**src/rtl/regfile_dump_reader.sv**
```systemverilog
// Debug-side register file dump engine: walks indices 0..NREGS-1 through a spare
// combinational read port and streams {index, value} beats over valid/ready.
module regfile_dump_reader #(
  parameter int NREGS = 32,
  parameter int AW    = $clog2(NREGS),
  parameter int DW    = 32
) (
  input  logic          clk,
  input  logic          rst_n,
  input  logic          start,
  output logic          busy,
  output logic          done,
  output logic [AW-1:0] rf_addr,
  input  logic [DW-1:0] rf_data,
  output logic          out_valid,
  input  logic          out_ready,
  output logic [AW-1:0] out_idx,
  output logic [DW-1:0] out_data
);

  typedef enum logic [1:0] {
    S_IDLE  = 2'd0,
    S_RUN   = 2'd1,
    S_DRAIN = 2'd2,
    S_DONE  = 2'd3
  } state_t;

  // ptr carries one extra bit so the last index never aliases back to 0.
  localparam logic [AW:0] LAST_IDX = (AW+1)'(NREGS - 1);
  localparam logic [AW:0] PTR_ONE  = (AW+1)'(1);

  state_t        state_q;
  logic [AW:0]   ptr_q;
  logic          busy_q;
  logic          done_q;
  logic          valid_q;
  logic [AW-1:0] idx_q;
  logic [DW-1:0] data_q;
  logic          slot_free_d;

  assign slot_free_d = !valid_q || out_ready;

  always_ff @(posedge clk or negedge rst_n) begin
    if (!rst_n) begin
      state_q <= S_IDLE;
      ptr_q   <= '0;
      busy_q  <= 1'b0;
      done_q  <= 1'b0;
      valid_q <= 1'b0;
      idx_q   <= '0;
      data_q  <= '0;
    end else begin
      done_q <= 1'b0;
      case (state_q)
        S_IDLE: begin
          if (start) begin
            state_q <= S_RUN;
            ptr_q   <= '0;
            busy_q  <= 1'b1;
          end
        end
        S_RUN: begin
          // Value is sampled at capture time, so late writes to higher indices show up.
          if (slot_free_d) begin
            data_q  <= rf_data;
            idx_q   <= ptr_q[AW-1:0];
            valid_q <= 1'b1;
            ptr_q   <= ptr_q + PTR_ONE;
            if (ptr_q == LAST_IDX) begin
              state_q <= S_DRAIN;
            end
          end
        end
        S_DRAIN: begin
          if (valid_q && out_ready) begin
            valid_q <= 1'b0;
            busy_q  <= 1'b0;
            done_q  <= 1'b1;
            state_q <= S_DONE;
          end
        end
        S_DONE: begin
          state_q <= S_IDLE;
        end
        default: begin
          state_q <= S_IDLE;
        end
      endcase
    end
  end

  assign rf_addr   = (state_q == S_RUN) ? ptr_q[AW-1:0] : '0;
  assign busy      = busy_q;
  assign done      = done_q;
  assign out_valid = valid_q;
  assign out_idx   = idx_q;
  assign out_data  = data_q;

endmodule
```
**config.mk**
```make
export PLATFORM = sky130hd
export DESIGN_NAME = regfile_dump_reader
export DESIGN_NICKNAME = d
export VERILOG_FILES = /design/src/rtl/regfile_dump_reader.sv
export SDC_FILE = /design/constraint.sdc
export NUM_CORES = 1
export LEC_CHECK = 0
export ABC_CLOCK_PERIOD_IN_PS = 4800
export BUFFER_PORTS_ARGS = -buffer_cell sky130_fd_sc_hd__buf_2
export CAP_MARGIN = 5
export CORE_MARGIN = 8
export CORE_UTILIZATION = 30
export CTS_BUF_LIST = sky130_fd_sc_hd__clkbuf_4
export CTS_CLUSTER_DIAMETER = 60
export DETAILED_ROUTE_END_ITERATION = 6
export GPL_ROUTABILITY_DRIVEN = 0
export PLACE_DENSITY = 0.58
export SYNTH_ARGS = -nofsm -noshare
export SYNTH_HDL_FRONTEND = slang
export SYNTH_SLANG_ARGS = --single-unit
```
**constraint.sdc**
```tcl
create_clock -name clk -period 4.8 [get_ports clk]
set_input_delay 0 -clock clk [delete_from_list [all_inputs] [get_ports clk]]
set_output_delay 0 -clock clk [all_outputs]
set_load 0.05 [all_outputs]
```
# --- Yosys cells after proc, flatten, opt, wreduce, memory -nomap -nowiden ---
# Index checks and enable logic that the tools add are counted.
word_totals:
  ff_bits: 48
  out_inout_bits: 45
op_classes:
  n_addsub: 1
  reduce_logical: 12
  n_mux: 16
  n_eq_ne: 8
ops:
  columns: ["cell", "n"]
  rows:
  - ["two-way mux 6 bit", 2]
  - ["one-hot mux 6 bit (2 select lines)", 1]
  - ["AND reduction 3 bit", 3]
  - ["two-way mux 2 bit", 4]
  - ["inequality test 2 bit (second input constant)", 4]
  - ["one-hot mux 2 bit (4 select lines)", 1]
  - ["adder 6 x 1 -> 6 bit (second input constant)", 1]
  - ["== test 6 x 5 -> 1 bit (second input constant)", 1]
  - ["nonzero test 2 bit", 3]
  - ["two-way mux 1 bit", 5]
  - ["two-way mux 5 bit", 1]
  - ["== test 2 bit (second input constant)", 2]
  - ["one-hot mux 1 bit (2 select lines)", 2]
  - ["AND reduction 4 bit", 1]
  - ["== test 2 x 1 -> 1 bit (second input constant)", 1]
  - ["logical NOT 2 bit", 1]
  - ["AND reduction 2 bit", 1]
  - ["logical AND 1 bit", 1]
  - ["logical NOT 1 bit", 1]
  - ["logical OR 1 bit", 1]

# --- Longest topological paths before layout ---
logic_depth:
  depth_word: 4
  ltp_mapped: 7
  ltp_nobuf: 6

# --- Least setup slack after synthesis ---
# No wires, ideal clock.
synth_timing:
  path_kind: "register to register"
  startpoint: "register valid_q, in the netlist out_valid"
  endpoint: "register ptr_q[5]"
  setup_slack_ns: 3.095
  setup_ns: 0.080
  path_buffers: 0
  required_time_ns: 4.720
  t_arrival_ns: 1.624
  path_stages_with_launch: 5
  path_cell_list: "dfrtp_1 -> nor2b_2 -> a21o_4 -> or4b_4 -> o211ai_2"
synth_between:
  elab_chain_cells: 4
synth_rtl:
  columns: ["item", "line_no", "source"]
  rows:
  - ["start, declared", "36", "logic valid_q;"]
  - ["start signal, assigned", "49", "valid_q <= 1'b0;"]
  - ["start signal, assigned", "67", "valid_q <= 1'b1;"]
  - ["start signal, assigned", "76", "valid_q <= 1'b0;"]
  - ["logical NOT 1 bit", "41", "assign slot_free_d = !valid_q || out_ready;"]
  - ["logical OR 1 bit", "41", null]
  - ["inequality test 2 bit (no source line)", null, null]
  - ["AND reduction 3 bit (no source line)", null, null]
  - ["end signal, assigned", "68", "ptr_q <= ptr_q + PTR_ONE;"]
  - ["end, declared", "33", "logic [AW:0] ptr_q;"]
# Every way passes these cells.
# A chain may end at the register's enable or synchronous reset.

# --- Worst setup path after layout ---
layout_timing:
  startpoint: "register state_q[1]"
  endpoint: "register data_q[20], in the netlist out_data[20]"
layout_between:
  elab_chain_cells: 2
layout_rtl:
  columns: ["item", "line_no", "source"]
  rows:
  - ["start, declared", "32", "state_t state_q;"]
  - ["start signal, assigned", "45", "state_q <= S_IDLE;"]
  - ["start signal, assigned", "57", "state_q <= S_RUN;"]
  - ["start signal, assigned", "70", "state_q <= S_DRAIN;"]
  - ["== test 2 x 1 -> 1 bit", "54", "case (state_q)"]
  - ["AND reduction 2 bit (no source line)", null, null]
  - ["end signal, assigned", "65", "data_q <= rf_data;"]
  - ["end, declared", "38", "logic [DW-1:0] data_q;"]
# Every way passes these cells.

==> metrics.md <==
| Metric | Value |
|---|---|
| #FFs+latches synth | `48` |
| Avg Vias per Cell | `4.44` |
| Buf/Inv on CP | `1` |
| Dominant cells by area after synthesis | `dfrtp_1, mux2_2, ha_1` |
| Vias in the first global route | `1,664` |
| Main flop type after synthesis | `dfrtp_1` |
| CP Class | `flop to flop` |
| GRT Overall Usage | `10.4%` |
| Clock Tree Buf Depth | `2` |
| Fill count | `623` |
| Crit end category | `flop` |
| Most frequent cells after synthesis | `dfrtp_1, mux2_2, nand2_1` |
| Placed Cells | `305` |
| F_max | `444 MHz` |
| Share of cells above drive strength 1 | `48.5%` |
| Wire per inst | `14.2 um` |
| Clk pin slew, worst setup/hold paths | `0.14 ns` |
| DRC Markers | `0` |
| Hold Crit Class | `input port to async pin` |
| Ports | `81` |
| Seq/Total Area, Yosys | `58.5%` |
| Most numerous cell in the Yosys netlist | `dfrtp_1` |
| Period Utilization, post-route | `46.9%` |
| Core Util, Final | `43.6%` |
| DP HPWL | `3330 um` |
| Die area | `9750 um2` |
| Crit Path Max Fanout | `37` |
| CTS tree | `yes` |
| Slew Limit Headroom | `31.7%` |
| FP Rows | `30` |
| Post-route ant nets | `0` |
| Ys async rst share | `100%` |
| 1st-pass router iterations | `4` |
| RSZ-0062 raised after global routing | `no` |
| Final Hold Slack | `0.361 ns` |
| Ordered cell list for the critical path | `inv_1, ha_1, nand2_2, mux2_2` |
| Final Hold Fails | `0` |
| WP data arrival | `2.50 ns` |
| Worst Path Required | `5.05 ns` |
| Cell area after synthesis | `2050 um2` |
| Peak VDD IR | `0.000203 V` |
| Nets | `308` |
| Global route overflow | `0` |
| CTS sink cnt | `48` |
| Die width | `98.7 um` |
| Crit-path slowest cell | `nand2_2` |
| Final WS setup | `2.55 ns` |
| Worst-Skew Late Latency | `0.36 ns` |
| Synth unique cells | `31` |
| CTS root buf | `clkbuf_4` |
| Core area | `6720 um2` |
| Initial antenna violation count | `0` |
| Design Area, Final | `2930 um2` |
| Mapped Cells | `150` |
| H-tree Lvls | `2` |
| Post-Route Setup TNS | `0 ns` |
| CP delay by family, top | `simple AND/OR/NAND/NOR gates` |
| Post-route insts no fill | `348` |
| P_leak | `1.47 nW` |
| Pwr Density | `733 nW/um2` |
| Synth top area share | `58.5%` |
| Worst setup SP type | `flop` |
| Post-synth EDFFs | `0` |
| Initial core utilization | `30.6%` |
| CTS buffer count | `5` |
| Port-buffer cells | `80` |
| Synthesized area per cell | `13.7 um2` |
| Final setup fails | `0` |
| Leading area contributor after synthesis | `dfrtp_1` |
| Max cap viols | `0` |
| Wirelength, routed | `4960 um` |
| DR iter-0 viols | `50` |
| Worst Setup Slack post-DPL | `2.52 ns` |
| Fin crit period | `2.25 ns` |
| Synth Net Count | `191` |
| Post-CTS Setup Repair Bufs | `0` |
| Placed cell area | `2520 um2` |
| Clock skew | `0.00680 ns` |
| Slew @ Worst Pin | `1.02 ns` |
| First-pass GRT wire length | `8380 um` |
| Yosys Warn Count | `0` |
| Inserted Diodes | `0` |
| Die height | `98.7 um` |
| Area growth, synth to finish | `42.7%` |
| Total power | `2.15 mW` |
| Slowest stage delay, CP | `0.62 ns` |
| Largest net degree at the start of global routing | `49` |
| Slew Limit Fails | `0` |
| Total number of vias | `1,546` |
| Status | `finished, final reports clean` |
## kinds of logic after synthesis
family,synth area share (%)
flops,58.5
mux,21.3
simple gates,8.04
compound gates,6.22
buf+inv,2.92
fa+ha+maj,3.05
## cell type report
type	instances	area (um2)	area share [%]
well taps	80	100	3.42
flip-flops and latches	48	1200	41.0
repair buffers	115	751	25.6
inverters	8	30.0	1.03
multi-input cells	89	792	27.0
clock buffers	5	37.5	1.28
clock inverters	3	17.5	0.598
## state kept, by name (all words and copies together), names as in the netlist
name and flops:
ptr_q 6, done 1, out_valid 1, busy 1, out_data 32, state_q 2, out_idx 5
## worst register-to-register path, delay by kind of cell, from the launching register on
kind | cells | cell delay (ns)
simple gates | 1 | 0.62
buf+inv | 1 | 0.12
fa+ha+maj | 1 | 0.49
flops | 1 | 0.41
mux | 1 | 0.50
## final timing paths
kind                       cells past startpoint  slack, ns                  endpoint                      from
setup / recovery                               4       2.55  out_data[20]$_DFFE_PN0P_    state_q[1]$_DFFE_PN0P_
hold / removal                                 2       0.36   out_data[6]$_DFFE_PN0P_                     rst_n
setup reg to reg                               4       2.55  out_data[20]$_DFFE_PN0P_    state_q[1]$_DFFE_PN0P_
hold reg to reg                                1       0.52  out_data[16]$_DFFE_PN0P_  out_data[16]$_DFFE_PN0P_
max in group asynchronous                      2       3.81  out_data[22]$_DFFE_PN0P_                     rst_n
min in group clk                               3       0.39   out_data[1]$_DFFE_PN0P_                rf_data[1]
## where the power goes
group / total, mW / internal [mW] / switching [mW]
Sequential: 0.689 / 0.588 / 0.101
Clock: 0.185 / 0.0568 / 0.128
Combinational: 1.27 / 0.389 / 0.885
Total: 2.15 / 1.03 / 1.11
## layer usage
metal	GRT usage [%]	wire length, um	share of wire, %
met1	12.7	2290	46
met2	16.2	2180	44
met3	4.30	425	8.6
met4	3.66	53	1.1
met5	0	0	0
## timing repair
action | CTS | global route
hold buffers | 35 | 0
hold endpoints to repair | 82 | 0
resized for setup | 0 | 0
## cell usage in the layout (no fill, tap or decap), types with 2 or more instances in the layout
cell type	n
o21ai_0	4
dlygate4sd3_1	35
nand2_1	11
buf_2	80
inv_1	8
and3_1	3
ha_1	5
mux2_2	37
mux2i_1	2
clkbuf_4	5
nor2_1	2
nand3b_1	3
o221ai_1	3
and2_1	2
dfrtp_1	48
(Power assumes the default switching activity.)
